==> config.mk <==
export PLATFORM = sky130hd
export DESIGN_NAME = bcd_binary_converter_seq_flat
export DESIGN_NICKNAME = d
export VERILOG_FILES = /design/src/rtl/bcd_binary_converter_seq_if.sv /design/src/rtl/bcd_binary_converter_seq.sv /design/src/flat_wrapper.sv
export SDC_FILE = /design/constraint.sdc
export NUM_CORES = 1
export LEC_CHECK = 0
export ABC_CLOCK_PERIOD_IN_PS = 2000
export CORE_MARGIN = 10
export CORE_UTILIZATION = 39
export CTS_BUF_LIST = sky130_fd_sc_hd__clkbuf_8
export CTS_CLUSTER_SIZE = 14
export DETAILED_ROUTE_END_ITERATION = 12
export PLACE_DENSITY = 0.65
export SYNTH_ARGS = -nofsm -noshare
export SYNTH_HDL_FRONTEND = slang
export SYNTH_SLANG_ARGS = --single-unit
export TNS_END_PERCENT = 10
==> constraint.sdc <==
create_clock -name clk -period 2 [get_ports clk]
set_input_delay 0.6 -clock clk [delete_from_list [all_inputs] [get_ports clk]]
set_output_delay 0.6 -clock clk [all_outputs]
set_load 0.05 [all_outputs]
==> src/rtl/bcd_binary_converter_seq_if.sv <==
// Handshake bundle for the sequential BCD-to-binary converter.
// master = producer/consumer side (testbench), slave = converter.
interface bcd_binary_converter_seq_if;
  logic       in_valid;
  logic       in_ready;
  logic [1:0] hundreds;
  logic [3:0] tens;
  logic [3:0] ones;
  logic       out_valid;
  logic       out_ready;
  logic [7:0] binary;
  logic       error;

  modport master (
    output in_valid, hundreds, tens, ones, out_ready,
    input  in_ready, out_valid, binary, error
  );

  modport slave (
    input  in_valid, hundreds, tens, ones, out_ready,
    output in_ready, out_valid, binary, error
  );
endinterface

==> src/rtl/bcd_binary_converter_seq.sv <==
// Sequential 3-digit BCD to 8-bit binary converter (reverse double-dabble).
// Accepts one value in IDLE, runs 8 shift/correct steps, then holds the
// result in DONE until the consumer takes it.
module bcd_binary_converter_seq #(
  parameter bit CHECK_RANGE = 1'b1
) (
  input  logic                        clk,
  input  logic                        rst_n,
  bcd_binary_converter_seq_if.slave   bus
);

  // Output width; the algorithm only works for exactly 8 steps.
  localparam int         ITERATIONS = 8;
  localparam logic [2:0] LAST_CNT   = 3'(ITERATIONS - 1);

  typedef enum logic [1:0] {IDLE, SHIFT, DONE} state_e;

  state_e      state_q,     state_d;
  logic [9:0]  scratch_q,   scratch_d;   // {hundreds[1:0], tens[3:0], ones[3:0]}
  logic [7:0]  acc_q,       acc_d;
  logic [2:0]  cnt_q,       cnt_d;
  logic [7:0]  binary_q,    binary_d;
  logic        error_q,     error_d;
  logic        out_valid_q, out_valid_d;

  logic [17:0] shifted;
  logic [9:0]  corrected;
  logic        illegal;
  logic        overflow;

  assign bus.in_ready  = (state_q == IDLE);
  assign bus.out_valid = out_valid_q;
  assign bus.binary    = binary_q;
  assign bus.error     = error_q;

  // Next-state, datapath step and input screening.
  always_comb begin
    state_d     = state_q;
    scratch_d   = scratch_q;
    acc_d       = acc_q;
    cnt_d       = cnt_q;
    binary_d    = binary_q;
    error_d     = error_q;
    out_valid_d = out_valid_q;

    // One reverse double-dabble step: shift {scratch,acc} right, then pull
    // any digit that received a carried-in 8 back into BCD range.
    shifted   = {scratch_q, acc_q} >> 1;
    corrected = shifted[17:8];
    if (corrected[7:4] >= 4'd8) corrected[7:4] = corrected[7:4] - 4'd3;
    if (corrected[3:0] >= 4'd8) corrected[3:0] = corrected[3:0] - 4'd3;

    illegal  = (bus.tens > 4'd9) || (bus.ones > 4'd9);
    // BCD digit pairs order the same as their decimal values, so 8'h55 is 55.
    overflow = CHECK_RANGE &&
               ((bus.hundreds == 2'd3) ||
                ((bus.hundreds == 2'd2) && ({bus.tens, bus.ones} > 8'h55)));

    unique case (state_q)
      IDLE: begin
        if (bus.in_valid) begin
          if (illegal || overflow) begin
            binary_d    = 8'h00;
            error_d     = 1'b1;
            out_valid_d = 1'b1;
            state_d     = DONE;
          end else begin
            scratch_d = {bus.hundreds, bus.tens, bus.ones};
            acc_d     = 8'h00;
            cnt_d     = 3'd0;
            error_d   = 1'b0;
            state_d   = SHIFT;
          end
        end
      end
      SHIFT: begin
        scratch_d = corrected;
        acc_d     = shifted[7:0];
        cnt_d     = cnt_q + 3'd1;
        if (cnt_q == LAST_CNT) begin
          binary_d    = shifted[7:0];
          out_valid_d = 1'b1;
          state_d     = DONE;
        end
      end
      DONE: begin
        if (bus.out_ready) begin
          out_valid_d = 1'b0;
          state_d     = IDLE;
        end
      end
      default: state_d = IDLE;
    endcase
  end

  // State and datapath registers; reset abandons any conversion in flight.
  always_ff @(posedge clk or negedge rst_n) begin
    if (!rst_n) begin
      state_q     <= IDLE;
      scratch_q   <= '0;
      acc_q       <= '0;
      cnt_q       <= '0;
      binary_q    <= '0;
      error_q     <= 1'b0;
      out_valid_q <= 1'b0;
    end else begin
      state_q     <= state_d;
      scratch_q   <= scratch_d;
      acc_q       <= acc_d;
      cnt_q       <= cnt_d;
      binary_q    <= binary_d;
      error_q     <= error_d;
      out_valid_q <= out_valid_d;
    end
  end

endmodule

==> src/flat_wrapper.sv <==
// flat-port wrapper written by rule: the top's interface ports become plain ports
module bcd_binary_converter_seq_flat 
#(
  parameter bit CHECK_RANGE = 1'b1
)
  (clk, rst_n, bus_in_valid, bus_hundreds, bus_tens, bus_ones, bus_out_ready, bus_in_ready, bus_out_valid, bus_binary, bus_error);
  bcd_binary_converter_seq_if bus_i ();
  input  logic clk;
  input  logic rst_n;
  input wire logic [$bits(bus_i.in_valid)-1:0] bus_in_valid;
  input wire logic [$bits(bus_i.hundreds)-1:0] bus_hundreds;
  input wire logic [$bits(bus_i.tens)-1:0] bus_tens;
  input wire logic [$bits(bus_i.ones)-1:0] bus_ones;
  input wire logic [$bits(bus_i.out_ready)-1:0] bus_out_ready;
  output wire logic [$bits(bus_i.in_ready)-1:0] bus_in_ready;
  output wire logic [$bits(bus_i.out_valid)-1:0] bus_out_valid;
  output wire logic [$bits(bus_i.binary)-1:0] bus_binary;
  output wire logic [$bits(bus_i.error)-1:0] bus_error;
  assign bus_i.in_valid = bus_in_valid;
  assign bus_i.hundreds = bus_hundreds;
  assign bus_i.tens = bus_tens;
  assign bus_i.ones = bus_ones;
  assign bus_i.out_ready = bus_out_ready;
  assign bus_in_ready = bus_i.in_ready;
  assign bus_out_valid = bus_i.out_valid;
  assign bus_binary = bus_i.binary;
  assign bus_error = bus_i.error;
  bcd_binary_converter_seq #(.CHECK_RANGE(CHECK_RANGE)) u_core (.clk(clk), .rst_n(rst_n), .bus(bus_i));
endmodule
[After elaboration in Yosys (flattened, before gate mapping)]
Cells that the tools add are included.
Operators by class
  multiplexer cells: 26
  order comparisons: 5
  equality and inequality tests: 10
  add/sub/neg operators: 3
  reductions and logical operators: 12
Operators by type and width (number)
  $mux W8: 5
  $pmux W8 S2: 2
  $mux W10: 2
  $pmux W10 S2: 1
  $ge A4 B4 Y1 const B: 2
  $gt A4 B4 Y1 const B: 2
  $gt A8 B7 Y1 const B: 1
  $mux W2: 4
  $mux W4: 2
  $sub A4 B2 Y4 const B: 2
  $eq A2 B2 Y1 const B: 3
  $mux W3: 2
  $ne A2 B2 Y1 const B: 3
  $pmux W2 S3: 1
  $pmux W3 S2: 1
  $reduce_and A3 Y1: 2
  $mux W1: 5
  $reduce_and A5 Y1: 1
  $ne A2 B1 Y1 const B: 2
  $reduce_and A4 Y1: 1
  $add A3 B1 Y3 const B: 1
  $eq A3 B3 Y1 const B: 1
  $logic_or A1 B1 Y1: 3
  $pmux W1 S3: 1
  other kinds (6): 6
Word-level totals
  logic and storage cells: 63
  register bits: 33

[Logic depth before layout (Yosys ltp)]
Gate-level depths: netlist of run 1.
  depth in word-level cells: 7
  depth in mapped cells: 6
  gate-level depth less buffers: 5

[Worst setup path before layout of run 1]
No wires, ideal clock.
  kind: reg-to-output
  from: reg u_core.state_q[1]
  to: out bus_in_ready
  setup slack: 0.246 ns
  arrival time: 1.154 ns
  cell stages (with the launch flop): 3
  buffers on the path: 1
  cell sequence: dfrtp_1 -> clkbuf_1 -> nor2_1
Between the ends
  longest elaborated chain between the ends: 1
Ends and longest elaborated chain
  start: declaration: line bcd_binary_converter_seq.sv:18  | state_e state_q, state_d;
  start signal: assignment: line bcd_binary_converter_seq.sv:107  | state_q <= state_d;
  $logic_not A2 Y1: line bcd_binary_converter_seq.sv:31  | assign bus.in_ready = (state_q == IDLE);
  end: declaration: line flat_wrapper.sv:15  | output wire logic [$bits(bus_i.in_ready)-1:0] bus_in_ready;
Every way passes these cells.

[Final worst setup path of run 1]
  from: in bus_tens[0]
  to: reg u_core.binary_q[6] (netlist: u_core.bus.binary[6])
Between the ends
  longest elaborated chain between the ends: 6
Ends and longest elaborated chain
  start: declaration: line flat_wrapper.sv:12  | input wire logic [$bits(bus_i.tens)-1:0] bus_tens;
  $gt A8 B7 Y1: line bcd_binary_converter_seq.sv:57  | ((bus.hundreds == 2'd2) && ({bus.tens, bus.ones} > 8'h55)));
  $logic_and A1 B1 Y1: line bcd_binary_converter_seq.sv:57
  $logic_or A1 B1 Y1: line bcd_binary_converter_seq.sv:56  | ((bus.hundreds == 2'd3) ||
  $logic_or A1 B1 Y1 *: line bcd_binary_converter_seq.sv:62  | if (illegal || overflow) begin
  $ne A2 B1 Y1 (no source line) *
  $reduce_and A4 Y1 (no source line) *
  end signal: assignment: line bcd_binary_converter_seq.sv:111  | binary_q <= binary_d;
  end: declaration: line bcd_binary_converter_seq.sv:22  | logic [7:0] binary_q, binary_d;
Mark *: on every way between the ends. The rest lies on a longest branch, timed or not.
A chain may end at the register's enable or synchronous reset.

==> summary.md, run 1 <==
| Metric | Value |
|---|---|
| CTS Buf Count | `5` |
| Drt first pass iters | `4` |
| Total GRT Usage | `11.4%` |
| Startpoint types | `primary input` |
| FMAX | `511 MHz` |
| Hold buffer count at cts | `0` |
| Vias per inst | `5.33` |
| Area grow syn2layout | `32.6%` |
| Die Span X | `84.0 um` |
| CTS Buffer Depth | `2` |
| Pwr dens | `1330 mW/mm2` |
| Period Utilization, post-route | `97.8%` |
| WL/cell | `15.2 um` |
| Gpl congestion | `0.827` |
| Syn_nets | `182` |
| Worst setup EP type | `flip-flop` |
| Clock transition at the registers of the reported paths | `0.07 ns` |
| Core Footprint | `0.00397 mm2` |
| Initial antenna violation count | `0` |
| Initial core utilization | `40.3%` |
| Synth Warn # | `0` |
| Area post-placement | `0.00197 mm2` |
| Fin. max-slew vios | `0` |
| Worst Hold Class | `flip-flop to flip-flop` |
| Minimum clock period | `1.96 ns` |
| Static Leak | `0.00103 uW` |
| Status | `finished clean` |
| Share of the synthesized area in the top cell type | `50.1%` |
| Netlist cell types | `31` |
| Die ar. | `0.00706 mm2` |
| Vert. Die Dim | `84.0 um` |
| Fraction of layout cells with a size suffix above 1 | `21.0%` |
| Drt first-iter violations | `106` |
| Crit-path max FO | `10` |
| RSZ-0062 raised after global routing | `false` |
| Max-Cap Viols | `0` |
| Routed vias | `1,358` |
| Root Buffer | `clkbuf_8` |
| Netlist Area Pre-Place | `0.00160 mm2` |
| Total congestion overflow | `0` |
| Data arrival time of the worst path | `2.13 ns` |
| Seq/Total Area, Yosys | `50.1%` |
| Most common cell after layout, fill and taps aside | `dfrtp_1` |
| Final hold vios | `0` |
| Worst Skew | `0.00358 ns` |
| Final instance area | `0.00212 mm2` |
| First-pass GRT wire length | `6.67 mm` |
| CTS tree | `done` |
| Final Power | `2820 uW` |
| Worst-Margin Slew | `0.489 ns` |
| Fin Setup TNS | `0 ns` |
| Commonest non-fill, non-tap cells in the layout | `32 x dfrtp_1, 28 x buf_4, 20 x nand2_1, 20 x o21ai_0, 10 x inv_1` |
| HPWL Detailed | `2.80 mm` |
| WHS | `0.495 ns` |
| Post-synthesis cell count | `162` |
| Largest cells by area after synthesis | `dfrtp_1 50%, o21ai_0 7.2%, ha_1 4.7%` |
| Final nets | `224` |
| Ant. Diodes | `0` |
| Htree depth | `2` |
| #FFs+latches synth | `32` |
| Clk Latency, worst-skew pair | `0.28 ns` |
| WL final | `3.87 mm` |
| Vias in the first global route | `1,451` |
| Site Rows | `23` |
| Maximum VDD drop | `0.604 mV` |
| Clk sinks | `32` |
| Endpoints failing setup | `0` |
| Critical path required time | `2.17 ns` |
| Post-DRT Antenna Nets | `0` |
| Synth area leader | `dfrtp_1` |
| Largest net degree at the start of global routing | `33` |
| Critical path class | `primary input to flip-flop` |
| IO Pins | `25` |
| Post-route DRC | `0` |
| Max-slew headroom | `67.3%` |
| Layout fillers | `368` |
| I/O Buffers | `24` |
| Syn_area_per_cell | `9.87 um2` |
==> area by class of cell <==
cell class | instances | area [um2] | share of cell area (%)
flip-flops and latches | 32 | 801 | 37.8
multi-input cells | 113 | 733 | 34.6
repair buffers | 43 | 382 | 18.0
clock buffers | 5 | 68.8 | 3.25
well taps | 50 | 62.6 | 2.95
clock inverters | 3 | 38.8 | 1.83
inverters | 9 | 33.8 | 1.59
==> layer usage <==
layer  track usage (%)  up-vias  part of all wire [%]
li1                  -      663                     -
met1              12.7      659                    42
met2              19.2       31                    51
met3              4.10        5                   5.3
met4              4.57        0                   1.2
met5                 0        -                     0
==> power breakdown <==
group          switching (uW)  total, uW  internal, uW
logic                     612       1110           500
registers                 232       1110           876
clock network             238        602           364
total                    1080       2820          1740
==> path summary, 6_finish.rpt <==
kind / start / endpoint / slack, ns / cells past startpoint
worst min-delay path: u_core.cnt_q[0]$_DFFE_PN0P_ / u_core.cnt_q[0]$_DFFE_PN0P_ / 0.49 / 1
max in group asynchronous: rst_n / u_core.cnt_q[0]$_DFFE_PN0P_ / 0.98 / 2
min in group asynchronous: rst_n / u_core.bus.out_valid$_DFFE_PN0P_ / 0.72 / 2
worst max register to register: u_core.state_q[0]$_DFFE_PN0P_ / u_core.bus.binary[6]$_DFFE_PN0P_ / 0.34 / 4
worst min register to register: u_core.cnt_q[0]$_DFFE_PN0P_ / u_core.cnt_q[0]$_DFFE_PN0P_ / 0.49 / 1
worst max-delay path: bus_tens[0] / u_core.bus.binary[6]$_DFFE_PN0P_ / 0.04 / 5
==> worst max-delay path, stage by stage <==
cell and delay [ns]:
clkdlybuf4s50_1 0.51, nand3_2 0.09, or2_1 0.24, a311o_2 0.47, a22o_1 0.21
==> cells in the mapped netlist <==
library cell and number:
o21ai_1 1, xnor2_1 4, ha_1 6, inv_1 9, a311o_1 1, a22oi_1 6
a31oi_1 7, or4_1 2, and2_1 1, nand4_1 1, o211a_1 3, nand3_1 2
a22o_1 8, o21ai_0 23, dfrtp_1 32, nor2_2 1, o21a_1 1, nor2_1 7
mux2i_1 4, nor3_1 1, nand2b_1 2, buf_2 3, a211oi_2 1, buf_6 2
or2_0 1, o211ai_1 1, nand2_1 20, a21oi_1 7, nor2b_1 1, a32oi_1 1
clkbuf_1 3
==> stage by stage <==
stage | util [%] | instances | setup slack (ns)
2_1_floorplan | - | 162 | 0.246
3_3_place_gp | 49.5 | 245 | -0.414
3_5_place_dp | 49.5 | 245 | -0.443
4_1_cts | 52.4 | 254 | -0.00545
5_1_grt | 53.4 | 255 | 0.00784
6_report | 53.4 | 255 | 0.0431
==> sequential cells by signal (all words and copies together), names as in the netlist <==
name	count
u_core.bus.out_valid	1
u_core.scratch_q	10
u_core.cnt_q	3
u_core.bus.binary	8
u_core.state_q	2
u_core.acc_q	7
u_core.bus.error	1
==> logic make-up (layout without fill, tap and decap cells) <==
family | Yosys count | count (layout) | share of synthesized area (%)
muxes | 4 | 4 | 2.50
AOI/OAI and AO/OA | 60 | 60 | 24.4
adders and majority gates | 6 | 6 | 4.69
buffers and inverters | 17 | 60 | 5.16
and+or+nand+nor | 39 | 39 | 11.0
xor gates and xnor gates | 4 | 4 | 2.19
DFF | 32 | 32 | 50.1
==> what timing repair did <==
item,in CTS,in global routing
endpoints found under the hold margin,0,0
gates cloned,0,0
setup buffers,1,1
pin swaps,3,2
resized for setup,6,11
setup endpoints to repair,17,25
Note: power is estimated with default switching activity, not from simulation.
==> run 2: changes to the inputs <==
SLEW_MARGIN = 20   (was not set)
==> results of run 2 <==
The final DEF is identical to that of run 1; final timing and power are the same.
